<file path="src/rtl/crc_pkg.sv">
// Shared types and constants for the streaming CRC engine.
// Holds the FSM state encoding, common generator polynomials and a bit-reverse helper.
package crc_pkg;

    typedef enum logic {
        IDLE = 1'b0,
        BUSY = 1'b1
    } crc_state_t;

    localparam logic [31:0] CRC32_POLY       = 32'h04C11DB7;
    localparam logic [15:0] CRC16_CCITT_POLY = 16'h1021;
    localparam logic [7:0]  CRC8_POLY        = 8'h07;

    // Reverses the low 'width' bits of value; bits above width are returned as zero.
    function automatic logic [31:0] bit_reverse(input logic [31:0] value, input int width);
        logic [31:0] rev;
        rev = '0;
        for (int i = 0; i < 32; i++) begin
            if (i < width) begin
                rev[width-1-i] = value[i];
            end
        end
        return rev;
    endfunction

endpackage

</file>
<file path="src/rtl/crc_step.sv">
// Combinational CRC advance: folds BPC data bits into a CRC_W register.
// data_bits[0] is the first bit on the wire.
module crc_step
    import crc_pkg::*;
#(
    parameter int               CRC_W   = 32,
    parameter logic [CRC_W-1:0] POLY    = CRC_W'(CRC32_POLY),
    parameter bit               REFLECT = 1'b1,
    parameter int               BPC     = 1
) (
    input  logic [CRC_W-1:0] crc_in,
    input  logic [BPC-1:0]   data_bits,
    output logic [CRC_W-1:0] crc_out
);

    localparam logic [CRC_W-1:0] POLY_REV = CRC_W'(bit_reverse(32'(POLY), CRC_W));

    always_comb begin
        logic [CRC_W-1:0] crc_v;
        logic             fb;
        crc_v = crc_in;
        fb    = 1'b0;
        for (int i = 0; i < BPC; i++) begin
            if (REFLECT) begin
                fb    = crc_v[0] ^ data_bits[i];
                crc_v = (crc_v >> 1) ^ (fb ? POLY_REV : '0);
            end else begin
                fb    = crc_v[CRC_W-1] ^ data_bits[i];
                crc_v = (crc_v << 1) ^ (fb ? POLY : '0);
            end
        end
        crc_out = crc_v;
    end

endmodule

</file>
<file path="src/rtl/crc_engine.sv">
// Parametrised streaming CRC engine: accepts byte-enabled words over valid/ready
// and folds them into a running CRC at BPC bits per clock.
module crc_engine
    import crc_pkg::*;
#(
    parameter int               CRC_W   = 32,
    parameter logic [CRC_W-1:0] POLY    = CRC_W'(CRC32_POLY),
    parameter logic [CRC_W-1:0] INIT    = '1,
    parameter logic [CRC_W-1:0] XOR_OUT = '1,
    parameter bit               REFLECT = 1'b1,
    parameter int               DATA_W  = 32,
    parameter int               BPC     = 1
) (
    input  logic                CLK,
    input  logic                nRST,
    input  logic                clear,
    input  logic                in_valid,
    output logic                in_ready,
    input  logic [DATA_W-1:0]   in_data,
    input  logic [DATA_W/8-1:0] in_keep,
    output logic                busy,
    output logic                done,
    output logic [CRC_W-1:0]    result
);

    localparam int LANES        = DATA_W / 8;
    localparam int CNT_W        = $clog2(DATA_W / BPC + 1);
    localparam int CYC_PER_BYTE = 8 / BPC;

    crc_state_t         state_reg;
    logic [CRC_W-1:0]   crc_reg;
    logic [CRC_W-1:0]   crc_next;
    logic [DATA_W-1:0]  shift_reg;
    logic [DATA_W-1:0]  wire_data;
    logic [CNT_W-1:0]   cnt_reg;
    logic [CNT_W-1:0]   cnt_next;
    logic [CNT_W-1:0]   cycles_reg;
    logic [CNT_W-1:0]   word_cycles;

    // Re-order each lane into wire order so the shifter always consumes from bit 0.
    for (genvar gi = 0; gi < LANES; gi++) begin : g_lane
        for (genvar gj = 0; gj < 8; gj++) begin : g_bit
            if (REFLECT) begin : g_lsb_first
                assign wire_data[8*gi+gj] = in_data[8*gi+gj];
            end else begin : g_msb_first
                assign wire_data[8*gi+gj] = in_data[8*gi+7-gj];
            end
        end
    end

    // Enabled lanes are contiguous from lane 0, so a popcount gives the word length.
    always_comb begin
        int lanes_on;
        lanes_on = 0;
        for (int i = 0; i < LANES; i++) begin
            lanes_on = lanes_on + (in_keep[i] ? 1 : 0);
        end
        word_cycles = CNT_W'(lanes_on * CYC_PER_BYTE);
    end

    assign cnt_next = cnt_reg + CNT_W'(1);

    crc_step #(
        .CRC_W   (CRC_W),
        .POLY    (POLY),
        .REFLECT (REFLECT),
        .BPC     (BPC)
    ) u_step (
        .crc_in    (crc_reg),
        .data_bits (shift_reg[BPC-1:0]),
        .crc_out   (crc_next)
    );

    always_ff @(posedge CLK or negedge nRST) begin
        if (!nRST) begin
            state_reg  <= IDLE;
            crc_reg    <= INIT;
            shift_reg  <= '0;
            cnt_reg    <= '0;
            cycles_reg <= '0;
        end else if (clear) begin
            state_reg  <= IDLE;
            crc_reg    <= INIT;
            shift_reg  <= '0;
            cnt_reg    <= '0;
        end else begin
            case (state_reg)
                IDLE: begin
                    if (in_valid) begin
                        shift_reg  <= wire_data;
                        cycles_reg <= word_cycles;
                        cnt_reg    <= '0;
                        state_reg  <= BUSY;
                    end
                end
                BUSY: begin
                    crc_reg   <= crc_next;
                    shift_reg <= shift_reg >> BPC;
                    cnt_reg   <= cnt_next;
                    if (cnt_next == cycles_reg) begin
                        state_reg <= IDLE;
                    end
                end
                default: state_reg <= IDLE;
            endcase
        end
    end

    assign busy     = (state_reg == BUSY);
    assign in_ready = (state_reg == IDLE) && !clear;
    assign done     = (!busy && !in_valid) || clear;
    assign result   = crc_reg ^ XOR_OUT;

endmodule

</file>
<file path="config.mk">
export PLATFORM = sky130hd
export DESIGN_NAME = crc_engine
export DESIGN_NICKNAME = d
export VERILOG_FILES = /design/src/rtl/crc_pkg.sv /design/src/rtl/crc_step.sv /design/src/rtl/crc_engine.sv
export SDC_FILE = /design/constraint.sdc
export NUM_CORES = 1
export LEC_CHECK = 0
export CELL_PAD_IN_SITES_DETAIL_PLACEMENT = 1
export CELL_PAD_IN_SITES_GLOBAL_PLACEMENT = 1
export CORE_MARGIN = 2
export CORE_UTILIZATION = 41
export DETAILED_ROUTE_END_ITERATION = 6
export GPL_ROUTABILITY_DRIVEN = 1
export PLACE_DENSITY_LB_ADDON = 0.1
export SLEW_MARGIN = 20
export SYNTH_ARGS = -nofsm -noshare
export SYNTH_HDL_FRONTEND = slang
export SYNTH_HIERARCHICAL = 1
export SYNTH_SLANG_ARGS = --single-unit
</file>
<file path="constraint.sdc">
create_clock -name CLK -period 1.7 [get_ports CLK]
set_input_delay 0.34 -clock CLK [delete_from_list [all_inputs] [get_ports CLK]]
set_output_delay 0.34 -clock CLK [all_outputs]
set_load 0.02 [all_outputs]
</file>
==> metrics.csv <==
metric,value,unit
timing.fmax,0.603,GHz
hold_path.class,input port to async pin,
syn2layout_area_growth,20.6,%
drt-vias-per-instance,4.89,
synth_edf_count,0,
finalCritPeriodShare,97.6,%
place.port_buffers,74,
r2r_cells,4,
synth_top_area_cell,dfrtp_1,
nNetsFinal,504,
worst_pin_slew,0.578,ns
synth_fa_ha_area_share,1.40,%
synth_top_area_share,25.6,%
cts_root_buffer,clkbuf_8,
drt_wl_total,8540,um
worst_ep_required_time,1.36,ns
synth_ff_type,dfrtp_1,
power.leakage,2.61,nW
synthMuxAreaShare,9.24,%
ys_ff_latch,74,
fin_crit,1.66,ns
ir_worst_vdd,0.000415,V
yosys-top-cells-count,"nor2_1, dfrtp_1, inv_1",
ys_warn_count,6,
grt_pass1_wl,14700,um
num_rows,36,
cts.clk_slew.worst_paths,0.08,ns
antenna_found_initial,0,
multi_input_area,0.00176,mm^2
track_usage,16.5,%
holdWs,-0.0113,ns
synth_area,0.00410,mm^2
die-area,0.0108,mm^2
syn_nets,455,
rsz0062_at_grt,no,
die_h,104,um
antenna_left,0,
drv_slew,0,
dp_hpwl,5740,um
ff_latch_area,0.00190,mm^2
drc_errors,0,
grt_start_max_net_pins,75,
synth_area_leaders,"dfrtp_1, dfstp_2, mux2i_1, nor2_1, o211ai_1",
path_max_fanout,15,
place_congestion,0.733,
finalSetupViolCount,0,
critical_path_class,flip-flop to primary output,
clock_path_buffers,2,
drive_gt1_share,16.8,%
outcome,"finished, violations left",
cap_violations,0,
fill_cells,1150,
grt-ovfl-total,0,
diodes,0,
power.density,863,mW/mm^2
dr.pass1.iters,4,
cts_hold_buf,0,
drtIter0Drc,90,
finalNonFillerCells,598,
grt_pass1_vias,3031,
hold_viol,4,
synth_cell_types,34,
initial_utilization,42.2,%
numCtsBuffers,9,
wl_per_cell,14.3,um
yosysMostFrequentCell,nor2_1,
worstPathArrival,1.32,ns
dr_total_vias,2923,
core,0.00973,mm^2
synth-xor-area-share,8.97,%
synth_top_family_by_area,compound AO/OA/AOI/OAI gates,
async_flop_share,100,%
synth_cells,411,
cp-start-kind,flip-flop,
max_slew_margin,61.5,%
clkLatencyLatePin,0.34,ns
fin_skew,0.0105,ns
syn_area_per_cell,9.98,um^2
synth_seq_area_share,46.1,%
synth_compound_area_share,11.8,%
pin_count,75,
yosys.area_share.simple,11.0,%
cts_tree,done,
critPathCaptureType,primary output,
cts_max_level,3,
clock-sinks,74,
violations,negative hold slack,
dp_cells,582,
die_w,104,um
-- per-layer routing --
layer,GRT usage (%),vias to the layer above,part of all wire [%]
li1,-,1431,-
met1,21.1,1435,46
met2,28.7,48,50
met3,2.38,9,2.9
met4,5.50,0,1.1
met5,0,-,0
-- worst paths after layout --
kind | from | to | slack (ns)
worst max-delay path | busy | busy | 0.04
worst min-delay path | nRST | cycles_reg[5] | -0.01
worst max register to register | crc_reg[0] | crc_reg[8] | 0.17
worst min register to register | crc_reg[15] | crc_reg[14] | 0.50
max in group asynchronous | nRST | crc_reg[24] | 1.33
min in group CLK | in_valid | busy | 0.43
-- worst max-delay path, stage by stage, from the launching register on --
cell	delay, ns
dfrtp_4	0.48
buf_4	0.20
clkdlybuf4s15_1	0.30
-- cell usage in the layout, fill, tap and decap left out, types with 3 or more instances in the layout --
cell             instances
nor2_1                  70
dfrtp_1                 41
inv_1                   39
a21oi_1                 35
dlygate4sd2_1           35
nand2_1                 34
clkdlybuf4s50_1         34
mux2i_1                 33
o211ai_1                32
dfstp_2                 32
buf_4                   11
clkbuf_8                10
xor3_1                   9
xor3_4                   4
xor2_1                   3
nor3_1                   3
buf_2                    3
-- cell families (layout without fill, tap and decap cells) --
family,after synthesis,in the layout
compound gates,76,76
fa+ha+maj,4,4
mux,37,37
xor+xnor,18,18
simple gates,114,114
flops,74,74
buf+inv,88,142
-- where the power goes --
| group | internal [mW] | total [mW] | leakage [nW] | switching, mW |
|---|---|---|---|---|
| clock | 0.656 | 1.32 | 0.0978 | 0.661 |
| combinational | 0.460 | 0.939 | 1.61 | 0.479 |
| sequential | 1.94 | 2.02 | 0.900 | 0.0793 |
-- metrics by stage --
stage          cell area, um^2  power [mW]  setup slack, ns  setup TNS, ns  util (%)
3_5_place_dp              4810        3.06           -0.483          -1.93      49.4
5_1_grt                   4950        4.50          0.00735              0      50.9
6_report                  4950        4.27           0.0404              0      50.9
4_1_cts                   4950        4.35           0.0265              0      50.9
3_3_place_gp              4810        3.03           -0.466          -1.77      49.4
2_1_floorplan             4120        2.73          0.00319              0         -
-- layout make-up --
class,count,area share [%]
Multi-Input combinational cell,249,35.6
Timing Repair Buffer,86,15.9
Clock buffer,12,3.36
Inverter,40,3.03
Clock inverter,4,0.480
Tap cell,133,3.36
Sequential cell,74,38.3
-- what timing repair did --
| item | 4_1_cts | 5_1_grt |
|---|---|---|
| resized for setup | 47 | 2 |
| endpoints found under the setup margin | 38 | 30 |
| setup buffers | 0 | 0 |
| pin swaps | 2 | 0 |
| endpoints found under the hold margin | 0 | 0 |
Note: power is estimated with default switching activity, not from simulation.
